**src/rtl/pred_cfg_arbiter.sv**
```systemverilog
// Round-robin arbiter sharing the pred configuration bus (addr/shift/en) between
// the host command decoder (A) and the on-line auto-tuner (B), with a guard gap.
module pred_cfg_arbiter #(
  parameter int unsigned PRED_PARAMETER = 255,
  parameter int unsigned ADDR_MAX       = 4,
  parameter int unsigned GAP            = 2,
  localparam int unsigned SW = $clog2(PRED_PARAMETER + 1),
  localparam int unsigned AW = $clog2(ADDR_MAX + 1)
) (
  input  logic          clk,
  input  logic          rst_n,
  input  logic          req_a,
  input  logic [AW-1:0] addr_a,
  input  logic [SW-1:0] shift_a,
  output logic          ack_a,
  input  logic          req_b,
  input  logic [AW-1:0] addr_b,
  input  logic [SW-1:0] shift_b,
  output logic          ack_b,
  input  logic          lock,
  output logic [AW-1:0] addr,
  output logic [SW-1:0] shift,
  output logic          en,
  output logic          err,
  output logic          busy
);

  localparam int unsigned CW = 4;

  typedef enum logic [1:0] {IDLE = 2'd0, ISSUE = 2'd1, GAP_WAIT = 2'd2} state_t;

  state_t        state_q, state_d;
  logic [CW-1:0] cnt_q, cnt_d;
  logic          prio_b_q, prio_b_d;
  logic          gnt_c, win_b_c, addr_ok_c;
  logic [AW-1:0] sel_addr_c;
  logic [SW-1:0] sel_shift_c;
  logic          en_d, ack_a_d, ack_b_d, err_d, busy_d;
  logic [AW-1:0] addr_d;
  logic [SW-1:0] shift_d;

  // Winner selection: B wins only if alone or it holds the round-robin priority
  always_comb begin
    gnt_c       = (state_q == IDLE) && !lock && (req_a || req_b);
    win_b_c     = req_b && (!req_a || prio_b_q);
    sel_addr_c  = win_b_c ? addr_b : addr_a;
    sel_shift_c = win_b_c ? shift_b : shift_a;
    addr_ok_c   = (sel_addr_c <= AW'(ADDR_MAX));
    if (sel_shift_c == SW'(0)) sel_shift_c = SW'(1);
  end

  always_ff @(posedge clk or negedge rst_n) begin
    if (!rst_n) state_q <= IDLE;
    else        state_q <= state_d;
  end

  always_comb begin
    state_d = state_q;
    case (state_q)
      IDLE:     if (gnt_c) state_d = ISSUE;
      ISSUE:    state_d = GAP_WAIT;
      GAP_WAIT: if (cnt_q <= CW'(1)) state_d = IDLE;
      default:  state_d = IDLE;
    endcase
  end

  // Next values for the registered outputs; strobes are prepared at grant time
  always_comb begin
    en_d     = 1'b0;
    ack_a_d  = 1'b0;
    ack_b_d  = 1'b0;
    err_d    = 1'b0;
    addr_d   = addr;
    shift_d  = shift;
    cnt_d    = cnt_q;
    prio_b_d = prio_b_q;
    busy_d   = (state_d != IDLE);
    case (state_q)
      IDLE: begin
        if (gnt_c) begin
          ack_a_d  = !win_b_c;
          ack_b_d  = win_b_c;
          en_d     = addr_ok_c;
          err_d    = !addr_ok_c;
          prio_b_d = !win_b_c;
          if (addr_ok_c) begin
            addr_d  = sel_addr_c;
            shift_d = sel_shift_c;
          end
        end
      end
      ISSUE:    cnt_d = CW'(GAP);
      GAP_WAIT: cnt_d = cnt_q - CW'(1);
      default:  cnt_d = '0;
    endcase
  end

  always_ff @(posedge clk or negedge rst_n) begin
    if (!rst_n) begin
      en       <= 1'b0;
      ack_a    <= 1'b0;
      ack_b    <= 1'b0;
      err      <= 1'b0;
      busy     <= 1'b0;
      addr     <= '0;
      shift    <= '0;
      cnt_q    <= '0;
      prio_b_q <= 1'b0;
    end else begin
      en       <= en_d;
      ack_a    <= ack_a_d;
      ack_b    <= ack_b_d;
      err      <= err_d;
      busy     <= busy_d;
      addr     <= addr_d;
      shift    <= shift_d;
      cnt_q    <= cnt_d;
      prio_b_q <= prio_b_d;
    end
  end

endmodule

```
**config.mk**
```make
export PLATFORM = sky130hd
export DESIGN_NAME = pred_cfg_arbiter
export DESIGN_NICKNAME = d
export VERILOG_FILES = /design/src/rtl/pred_cfg_arbiter.sv
export SDC_FILE = /design/constraint.sdc
export NUM_CORES = 1
export LEC_CHECK = 0
export CORE_MARGIN = 4
export CORE_UTILIZATION = 29
export DETAILED_ROUTE_END_ITERATION = 10
export DONT_BUFFER_PORTS = 1
export PLACE_DENSITY_LB_ADDON = 0.3
export RECOVER_POWER = 100
export SYNTH_ARGS = -nofsm -noshare
export SYNTH_HDL_FRONTEND = slang
export SYNTH_SLANG_ARGS = --single-unit
```
**constraint.sdc**
```tcl
create_clock -name clk -period 2.2 [get_ports clk]
set_clock_uncertainty 0.1 [all_clocks]
set_input_delay 0.22 -clock clk [delete_from_list [all_inputs] [get_ports clk]]
set_output_delay 0.22 -clock clk [all_outputs]
set_load 0.02 [all_outputs]
```
---- Word-level counts from Yosys, hierarchy flattened ----
Cells that the tools add are included.
W data, S select, Z words.
word-level totals
  output and inout port bits .............. 16
  flip-flop bits (word level) ............. 23
operators by class
  $lt $le $gt $ge ......................... 2
  reductions and logical operators ........ 14
  $add $sub $neg .......................... 1
  muxes and demuxes ....................... 15
  eq/ne operators ......................... 2
operators with widths
  kind                   count
  $mux W8                2
  $pmux W4 S3            1
  $logic_not A8 Y1       1
  $mux W1                8
  $pmux W2 S3            1
  $le A4 B1 Y1 const B   1
  $logic_not A1 Y1       4
  $mux W2                2
  $sub A4 B1 Y4 const B  1
  $le A3 B3 Y1 const B   1
  $logic_and A1 B1 Y1    3
  $mux W3                1
  $reduce_and A3 Y1      1
  $eq A2 B1 Y1 const B   1
  $eq A2 B2 Y1 const B   1
  $logic_not A2 Y1       1
  $logic_or A1 B1 Y1     2
  $reduce_and A2 Y1      1
  $reduce_bool A2 Y1     1

---- Longest topological paths before layout ----
  depth in word-level cells ............... 8
  gate-level depth with buffers ........... 8
  mapped depth without buffers ............ 6

---- Worst setup path before layout ----
Ideal clock, no wire load.
  path kind ............................... register to register
  from .................................... register state_q[0]
  to ...................................... register addr[0]
  data arrival time ....................... 1.653 ns
  buffers on the path ..................... 2
  setup slack ............................. 0.322 ns
  stages on the path, launching flop included .. 9
  clock period less this slack ............ 1.878 ns
  library setup time ...................... 0.125 ns
  cells stage by stage .................... dfrtp_1 -> inv_1 -> ha_1 -> buf_6 -> nor2b_4 -> o21a_2 -> o211a_4 -> buf_12 -> mux2_4
between the ends
  longest elaborated chain between the ends .. 4
ends and longest elaborated chain
  element                               RTL line  RTL
  start: declaration                    32        state_t state_q, state_d;
  start signal: assignment              54        else state_q <= state_d;
  $logic_not A2 Y1 *                    44, 78
  $logic_and A1 B1 Y1 (2 in a row)      44        gnt_c = (state_q == IDLE) && !lock && (req_a || req_b);
  $reduce_and A3 Y1 (no source line) *  --
  end signal: assignment                115       addr <= addr_d;
  end: declaration                      21        output logic [AW-1:0] addr,
Mark *: on every way between the ends. The rest lies on a longest branch, timed or not.
A chain may end at the register's enable or synchronous reset.

---- Worst setup path in the final report ----
  from .................................... register state_q[0]
  to ...................................... register shift[1]
between the ends
  longest elaborated chain between the ends .. 4
ends and longest elaborated chain
  element                               RTL line  RTL
  $logic_not A2 Y1 *                    44, 78
  $logic_and A1 B1 Y1 (2 in a row)      44
  $reduce_and A3 Y1 (no source line) *  --
  end signal: assignment                116       shift <= shift_d;
  end: declaration                      22        output logic [SW-1:0] shift,
Marked as above.

==> out/metrics.yaml <==
slew_headroom: 0.2996
die_height_um: 74.14
final_util: 0.3168
hold_viol_final: 0
timing.rr.start: "state_q[0]"
synth.largest_area_cell: "dfrtp_1"
crit_type: "flip-flop to flip-flop"
hp-class: "input port to flip-flop"
io_pins: 43
synth_top_area_frac: 0.4536
place_congestion: 0.7454
path_cells: "inv_1 -> ha_1 -> nor2b_1 -> o21a_2 -> o211a_4 -> mux2_1"
track_usage: 0.09778
worstHoldStart: "shift_b[7]"
critPathMaxFanout: 12
worst_slack_ps: 290.2
synthMuxAreaShare: 0.2002
syn_area_um2: 1269
vias: 786
yosysUniqueCellTypes: 30
start_kind: "flip-flop"
ys.flop_type: "dfrtp_1"
max_stage_delay_ps: 430
ys_top_cells_by_count: "23 x dfrtp_1, 11 x nor2_1, 10 x o21ai_0, 9 x nand2_1, 8 x mux2_4"
r2r_cells: 6
reg2reg_slack_ps: 290
cts_tree: "built"
clk_pin_slew_ps: 80
r2r-end: "shift[1]"
cap_violations: 0
p_leak_nw: 0.5485
min_to: "shift[7]"
grt_max_degree: 24
finalCriticalPeriod_ps: 1910
slowest_stage: "dfrtp_1"
finalPower_mw: 1.617
grt_overflow: 0
clkLatencyLatePin_ps: 260
clock-sinks: 23
drv_slew: 0
fmax_ghz: 0.5236
cts_setup_buffers: 0
grt_pass1_wl_um: 4222
dr.pass1.iters: 4
min_period_over_period: 0.8681
finalNetCount: 146
async_flop_share: 1.000
finalSetupViolCount: 0
pre_cts_slack_ps: 296.7
drtAntennaViolNets: 0
final_cells: 162
status: "completed"
dp_hpwl_um: 2088
whs_path_depth: 2
die_area_um2: 5497
yosys_warnings: 0
cp.arrival_ps: 1950
wl_per_cell_um: 16.04
synthSimpleGateAreaFrac: 0.1302
core_area_um2: 4115
area_growth_pct: 2.761
power_density_nw_per_um2: 1240
viasPerCell: 4.852
drive_gt1_frac: 0.1161
tightest_slew_ps: 1047
yosysSeqAreaShare: 0.4536
synth_nets: 142
drtIter0Drc: 11
synth_edf_count: 0
setup_tns_ps: 0
wirelength_um: 2598
portBuffers: 0
htree_num_levels: 1
critPathBufInv: 1
cts_buffer_depth: 2
required_ps: 2240
place_inst: 157
cp_top_family: "compound AO/OA/AOI/OAI gates"
worstSetupStartpoint: "state_q[0]"
diodes: 0
antenna_found_initial: 0
netlist_top_cells_area: "dfrtp_1 45%, mux2_4 9.5%, ha_1 5.9%, mux2_2 5.3%, mux2_1 4.4%"
initial_core_util: 0.3083
cts-root-buf: "clkbuf_8"
yosys.area_share.adder: 0.05917
syn_inst: 109
cts_buffers: 3
synth_xor_area_frac: 0
syn_avg_cell_area_um2: 11.64
grt_pass1_vias: 913
synth_most_common_cell: "dfrtp_1"
synth_top_family_by_area: "multiplexers"
synth_seq_cells: 23
drc: 0
ir_drop_uv: 449.3
rows: 23
rsz0062_at_grt: "false"
worstSetupEndpointType: "flip-flop"
synth_compound_area_frac: 0.1085
die_w_um: 74.14
logic make-up after synthesis:
family / after synthesis
buf+inv: 8
simple gates: 33
flops: 23
compound gates: 19
mux: 20
fa+ha+maj: 6
per-layer routing:
| metal | vias up | wire length (µm) | track usage |
|---|---|---|---|
| li1 | 387 | - | - |
| met4 | 0 | 0 | 0.02213 |
| met5 | - | 0 | 0 |
| met3 | 0 | 266 | 0.03919 |
| met2 | 34 | 1206 | 0.1663 |
| met1 | 365 | 1125 | 0.1160 |
timing repair:
action	in CTS	in global routing
hold buffers	1	0
endpoints found under the hold margin	23	0
endpoints found under the setup margin	0	0
gates resized for setup	0	0
registers in the layout (all words and copies together) (netlist names):
signal,count
shift,8
cnt_q,4
addr,3
state_q,2
ack_a,1
ack_b,1
busy,1
en,1
err,1
prio_b_q,1
worst max-delay path by stage:
stage,end,slack (ps),depth (start not counted)
global placement,shift[0],350,6
global route,shift[1],150,6
floorplan,addr[0],320,8
finish,shift[1],290,6
CTS,shift[0],290,6
detailed placement,shift[0],300,6
stage by stage:
step | hold slack (ps) | cell area (µm²)
after floorplan | -175.6 | 1269
after global placement | -174.5 | 1296
after detailed placement | -174.2 | 1296
after CTS | 91.93 | 1351
after global routing | 115.2 | 1304
final | 105.3 | 1304
area by class of cell:
cell class / instances / area, µm²
timing repair buffer: 2 / 13.76
sequential: 23 / 575.6
multi-input combinational: 78 / 588.1
tap: 50 / 62.56
clock buffer: 4 / 45.04
fill: 434 / 2811
inverter: 5 / 18.77
cells in the final DEF, fill, tap and decap left out, drive strengths merged, types with 2 or more instances in the layout:
master  count
clkbuf      5
dfrtp      23
ha          6
inv         5
mux2       19
nand2      10
nand2b      2
nor2       11
nor2b       2
nor3        4
nor4        2
o21a        2
o21ai      10
power by group:
group	total, mW	internal (mW)	switching, mW
Combinational	0.472	0.223	0.249
Clock	0.252	0.129	0.123
Sequential	0.893	0.598	0.295
Total	1.62	0.950	0.666
No activity file was read; power rests on OpenSTA's default activity.
